--- config.mk ---
export PLATFORM = sky130hd
export DESIGN_NAME = hazard_scoreboard
export DESIGN_NICKNAME = d
export VERILOG_FILES = /design/src/rtl/riscv_pipe_pkg.sv /design/src/rtl/rv_reg_usage_decode.sv /design/src/rtl/hazard_scoreboard.sv
export SDC_FILE = /design/constraint.sdc
export NUM_CORES = 1
export LEC_CHECK = 0
export ABC_AREA = 1
export CORE_ASPECT_RATIO = 0.8
export CORE_MARGIN = 2
export CORE_UTILIZATION = 40
export CTS_CLUSTER_SIZE = 12
export DETAILED_ROUTE_END_ITERATION = 8
export PLACE_DENSITY = 0.63
export SKIP_LAST_GASP = 1
export SLEW_MARGIN = 20
export SYNTH_ARGS = -nofsm -noshare
export SYNTH_HDL_FRONTEND = slang
export SYNTH_HIERARCHICAL = 1
export SYNTH_SLANG_ARGS = --single-unit
--- constraint.sdc ---
create_clock -name clk -period 2 [get_ports clk]
set_clock_uncertainty 0.15 [all_clocks]
set_input_delay 0.2 -clock clk [delete_from_list [all_inputs] [get_ports clk]]
set_output_delay 0.2 -clock clk [all_outputs]
set_load 0.02 [all_outputs]
--- src/rtl/riscv_pipe_pkg.sv ---
// Shared RV32I pipeline definitions: opcodes, forwarding selects and the
// scoreboard slot record, plus the forward-select rule used in ID.
package riscv_pipe_pkg;

    localparam logic [6:0] OPC_OP     = 7'b0110011;
    localparam logic [6:0] OPC_STORE  = 7'b0100011;
    localparam logic [6:0] OPC_BRANCH = 7'b1100011;
    localparam logic [6:0] OPC_OP_IMM = 7'b0010011;
    localparam logic [6:0] OPC_LOAD   = 7'b0000011;
    localparam logic [6:0] OPC_JALR   = 7'b1100111;
    localparam logic [6:0] OPC_LUI    = 7'b0110111;
    localparam logic [6:0] OPC_AUIPC  = 7'b0010111;
    localparam logic [6:0] OPC_JAL    = 7'b1101111;

    localparam logic [1:0] FWD_REG   = 2'b00;
    localparam logic [1:0] FWD_EXMEM = 2'b01;
    localparam logic [1:0] FWD_MEMWB = 2'b10;

    typedef struct packed {
        logic       valid;
        logic [4:0] rd;
        logic       is_load;
    } slot_t;

    localparam slot_t SLOT_EMPTY = '{valid: 1'b0, rd: 5'd0, is_load: 1'b0};

    // A load in EX never forwards from EX/MEM; the load-use stall covers it.
    function automatic logic [1:0] fwd_sel(input logic used, input logic [4:0] rs,
                                           input slot_t ex, input slot_t mem);
        logic [1:0] sel;
        sel = FWD_REG;
        if (used && rs != 5'd0) begin
            if (ex.valid && !ex.is_load && ex.rd == rs) begin
                sel = FWD_EXMEM;
            end else if (mem.valid && mem.rd == rs) begin
                sel = FWD_MEMWB;
            end
        end
        return sel;
    endfunction

endpackage

--- src/rtl/rv_reg_usage_decode.sv ---
// Register-usage decode of one RV32I instruction: which sources it reads,
// whether it writes rd, and whether it is a load.
module rv_reg_usage_decode
    import riscv_pipe_pkg::*;
(
    input  logic [31:0] instr,
    output logic [4:0]  rs1,
    output logic [4:0]  rs2,
    output logic [4:0]  rd,
    output logic        uses_rs1,
    output logic        uses_rs2,
    output logic        writes_rd,
    output logic        is_load
);

    logic [6:0] opcode;
    logic       wr_op;
    logic       unused_funct;

    assign opcode       = instr[6:0];
    assign rd           = instr[11:7];
    assign rs1          = instr[19:15];
    assign rs2          = instr[24:20];
    assign unused_funct = ^{instr[31:25], instr[14:12]};

    always_comb begin
        uses_rs1 = 1'b0;
        uses_rs2 = 1'b0;
        wr_op    = 1'b0;
        case (opcode)
            OPC_OP: begin
                uses_rs1 = 1'b1;
                uses_rs2 = 1'b1;
                wr_op    = 1'b1;
            end
            OPC_STORE, OPC_BRANCH: begin
                uses_rs1 = 1'b1;
                uses_rs2 = 1'b1;
            end
            OPC_OP_IMM, OPC_LOAD, OPC_JALR: begin
                uses_rs1 = 1'b1;
                wr_op    = 1'b1;
            end
            OPC_LUI, OPC_AUIPC, OPC_JAL: begin
                wr_op = 1'b1;
            end
            default: ;
        endcase
    end

    assign writes_rd = wr_op && (rd != 5'd0);
    assign is_load   = (opcode == OPC_LOAD);

endmodule

--- src/rtl/hazard_scoreboard.sv ---
// ID-side hazard scoreboard: tracks rd of EX/MEM/WB, registers forwarding
// selects for EX, and raises load-use stall / bubble, flush and hold control.
module hazard_scoreboard
    import riscv_pipe_pkg::*;
(
    input  logic        clk,
    input  logic        reset,
    input  logic [31:0] id_instr,
    input  logic        id_valid,
    input  logic        flush,
    input  logic        hold,
    output logic        stall_if_id,
    output logic        bubble_ex,
    output logic [1:0]  fwd_a,
    output logic [1:0]  fwd_b,
    output logic [31:0] stall_count
);

    logic [4:0] rs1, rs2, rd;
    logic       uses_rs1, uses_rs2, writes_rd, is_load;

    slot_t       ex_q, ex_d, mem_q, mem_d, wb_q, wb_d;
    logic [1:0]  fwd_a_q, fwd_a_d, fwd_b_q, fwd_b_d;
    logic [31:0] stall_count_q, stall_count_d;

    logic       load_use;
    slot_t      id_slot;
    logic [1:0] sel_a, sel_b;
    logic       unused_wb;

    rv_reg_usage_decode u_decode (
        .instr     (id_instr),
        .rs1       (rs1),
        .rs2       (rs2),
        .rd        (rd),
        .uses_rs1  (uses_rs1),
        .uses_rs2  (uses_rs2),
        .writes_rd (writes_rd),
        .is_load   (is_load)
    );

    // A valid EX slot always has rd != 0, so x0 sources can never match here.
    assign load_use = id_valid && ex_q.valid && ex_q.is_load &&
                      ((uses_rs1 && rs1 == ex_q.rd) || (uses_rs2 && rs2 == ex_q.rd));

    assign id_slot = '{valid: id_valid && writes_rd, rd: rd, is_load: is_load};
    assign sel_a   = id_valid ? fwd_sel(uses_rs1, rs1, ex_q, mem_q) : FWD_REG;
    assign sel_b   = id_valid ? fwd_sel(uses_rs2, rs2, ex_q, mem_q) : FWD_REG;

    always_comb begin
        ex_d          = ex_q;
        mem_d         = mem_q;
        wb_d          = wb_q;
        fwd_a_d       = fwd_a_q;
        fwd_b_d       = fwd_b_q;
        stall_count_d = stall_count_q;
        stall_if_id   = 1'b0;
        bubble_ex     = 1'b0;
        if (reset) begin
            // State is cleared by the register process; controls stay low.
        end else if (hold) begin
            stall_if_id = 1'b1;
        end else if (flush) begin
            wb_d      = mem_q;
            mem_d     = ex_q;
            ex_d      = SLOT_EMPTY;
            fwd_a_d   = FWD_REG;
            fwd_b_d   = FWD_REG;
            bubble_ex = 1'b1;
        end else if (load_use) begin
            wb_d          = mem_q;
            mem_d         = ex_q;
            ex_d          = SLOT_EMPTY;
            fwd_a_d       = FWD_REG;
            fwd_b_d       = FWD_REG;
            stall_count_d = stall_count_q + 32'd1;
            stall_if_id   = 1'b1;
            bubble_ex     = 1'b1;
        end else begin
            wb_d    = mem_q;
            mem_d   = ex_q;
            ex_d    = id_slot;
            fwd_a_d = sel_a;
            fwd_b_d = sel_b;
        end
    end

    always_ff @(posedge clk) begin
        if (reset) begin
            ex_q          <= SLOT_EMPTY;
            mem_q         <= SLOT_EMPTY;
            wb_q          <= SLOT_EMPTY;
            fwd_a_q       <= FWD_REG;
            fwd_b_q       <= FWD_REG;
            stall_count_q <= 32'd0;
        end else begin
            ex_q          <= ex_d;
            mem_q         <= mem_d;
            wb_q          <= wb_d;
            fwd_a_q       <= fwd_a_d;
            fwd_b_q       <= fwd_b_d;
            stall_count_q <= stall_count_d;
        end
    end

    // WB is tracked for the regfile-bypass owner; nothing here consumes it yet.
    assign unused_wb = ^wb_q;

    assign fwd_a       = fwd_a_q;
    assign fwd_b       = fwd_b_q;
    assign stall_count = stall_count_q;

endmodule

==> qor.tcl <==
set qor(tns_ns) -0.0257
set qor(drtPass1Iterations) 5
set qor(grt_use_met3) 0.0338
set qor(drtIter0Drc) 217
set qor(fp.dieW_um) 107
set qor(final_hold_viol_count) 0
set qor(worst_skew_pair.late_latency_ns) 0.30
set qor(gp_congestion) 0.926
set qor(final_core_utilization) 0.545
set qor(synthToLayoutAreaGrowth_pct) 34.2
set qor(postSynth.topFlopCell) {sky130_fd_sc_hd__dfxtp_1}
set qor(violations_in_the_final_reports) {setup timing}
set qor(dr_total_vias) 3641
set qor(worst_slack_ns) -0.0179
set qor(syn-instance-count) 530
set qor(drt.antenna.violating_nets) 0
set qor(highest_achievable_clock_rate_ghz) 0.496
set qor(cp-start-kind) {flip-flop}
set qor(dp_hpwl_um) 7560
set qor(non_filler_cells_final) 735
set qor(top_usage_layer) {met2}
set qor(grt_max_degree) 34
set qor(initial_core_util) 0.407
set qor(route.detailed.drc) 0
set qor(syn-mean-instance-area_um2) 6.42
set qor(yosys_warnings) 6
set qor(reg2reg_slack_ns) 0.11
set qor(post_synth_main_area_contributors) {sky130_fd_sc_hd__dfxtp_1 (29%), sky130_fd_sc_hd__nand2_1 (16%), sky130_fd_sc_hd__xor2_1 (9.3%)}
set qor(post_synth_num_cell_types) 28
set qor(global_route.usage.met2) 0.352
set qor(grt_antenna_before_repair) 0
set qor(syn-cell-area_mm2) 0.00340
set qor(vdd.ir_drop.worst_v) 0.000232
set qor(synth.net_count) 568
set qor(clockBufferDepth) 2
set qor(grt_setup_unrepaired) {yes}
set qor(max-cap-violations) 0
set qor(most-common-layout-cells) {sky130_fd_sc_hd__nand2_1 (143), sky130_fd_sc_hd__nor2_1 (67), sky130_fd_sc_hd__buf_4 (56)}
set qor(post-place-ws_ns) -0.700
set qor(final.hold.worst_slack_ns) 0.00524
set qor(power_density_mw_per_mm2) 404
set qor(track_usage) 0.221
set qor(cts-buffers-inserted) 5
set qor(pin_count) 75
set qor(netlist.top_cell.by_area) {sky130_fd_sc_hd__dfxtp_1}
set qor(residual_overflow_from_global_routing) 0
set qor(port-buffer-count) 64
set qor(chipHeight_um) 86.5
set qor(critPathCaptureType) {output pin}
set qor(setup.worst_path.class) {reg -> out}
set qor(clockRootBuffer) {sky130_fd_sc_hd__clkbuf_8}
set qor(floorplan.die_area_mm2) 0.00927
set qor(wl_per_cell_um) 13.8
set qor(via_per_inst) 4.95
set qor(core.rowCount) 30
set qor(hold_path.class) {in -> reg}
set qor(first_pass_grt_wire_length_um) 16500
set qor(design.final.nets) 660
set qor(outcome) {finished with violations}
set qor(cts.reportedPaths.clkPinSlew_ns) 0.09
set qor(min_period_ns) 2.02
set qor(worst_ep_required_time_ns) 1.65
set qor(max_slew_margin) 0.766
set qor(seq_total_area_yosys) 0.288
set qor(arrival_ns) 1.67
set qor(htree_levels) 2
set qor(finalCritPeriodShare) 1.01
set qor(layout_commonest_cell) {sky130_fd_sc_hd__nand2_1}
set qor(placeableCoreArea_mm2) 0.00837
set qor(drive_above_1_share) 0.189
set qor(asyncSetResetFlopFracSynth) 0
set qor(tritoncts) {yes}
set qor(ys_seq_elements) 49
set qor(tightest_slew_ns) 0.351
set qor(synth_top_area_frac) 0.288
set qor(static-leakage-power_uw) 0.00172
set qor(number_of_sinks_handled_by_clock_tree_synthesis) 49
set qor(gr-usage-met1) 0.320
set qor(synth_enable_flop_cells) 0
set qor(finalMaxSlewViolations) 0
set qor(detail_route.wirelength_um) 10200
set qor(setup_viol) 2
set qor(cells_after_dpl) 720
set qor(cts_hold_buf) 0
set qor(path_max_fanout) 4
set qor(diodes) 0
set qor(first_global_vias) 3403
per-stage QoR:
stage	cell area (µm²)	power [µW]
after CTS	4440	1850
after floorplan	3400	1160
final	4570	1850
after detailed placement	4320	1280
after global routing	4570	1920
after global placement	4320	1270
sequential cells by signal, summed over array words and instances (netlist names):
register	cells
fwd_b	2
mem_q	6
ex_q	7
stall_count	32
fwd_a	2
area by class of cell:
cell class	instances	area (µm²)
clock inverter	2	10.0
sequential	49	997
timing repair buffer	122	1090
multi-input combinational	396	2070
tap	112	140
clock buffer	6	72.6
inverter	48	180
fill	831	3800
cell families after synthesis:
group                      after synthesis  synth area share
and+or+nand+nor                        299             0.390
buffers and inverters                   85             0.124
AOI/OAI and AO/OA                       54            0.0860
DFF                                     49             0.288
xor gates and xnor gates                42             0.108
adders and majority gates                1           0.00368
Yosys cell counts (all sizes together), types with 3 or more instances:
library cell  count
nand2           154
nor2             82
dfxtp            49
inv              48
nand4            47
a21oi            44
xor2             36
buf              22
clkbuf           15
nand3             8
a211oi            7
nor3              6
xnor2             6
o21ai             3
where the power goes:
part	switching [µW]	internal [µW]
registers	11.6	982
clock network	345	244
logic	138	125
total	494	1350
per-layer routing:
layer / part of all wire / vias to the layer above / wire, µm
met2: 0.44 / 89 / 4460
met5: 0 / - / 0
li1: - / 1874 / -
met1: 0.50 / 1671 / 5110
met3: 0.053 / 7 / 542
met4: 0.0056 / 0 / 57
final timing paths:
check / startpoint / to / cells past startpoint
max: ex_q[2] / bubble_ex / 9
min: reset / ex_q[1] / 2
max reg2reg: ex_q[2] / stall_count[7] / 11
min reg2reg: fwd_a[1] / fwd_a[1] / 2
timing repair:
item | 4_1_cts | 5_1_grt
pin swaps | 11 | 15
setup endpoints to repair | 34 | 34
buffers inserted | 1 | 5
gates cloned | 0 | 1
resized for setup | 40 | 33
critical path, cell delays in order (launching register included):
cell                       delay (ns)
sky130_fd_sc_hd__dfxtp_4         0.38
sky130_fd_sc_hd__inv_2           0.05
sky130_fd_sc_hd__nand2_1         0.05
sky130_fd_sc_hd__nand2_1         0.06
sky130_fd_sc_hd__nor2_2          0.15
sky130_fd_sc_hd__nand4_2         0.13
sky130_fd_sc_hd__nand2_4         0.12
sky130_fd_sc_hd__nand2_4         0.05
sky130_fd_sc_hd__a211oi_2        0.20
sky130_fd_sc_hd__buf_4           0.17
No activity file was read; power rests on OpenSTA's default activity.
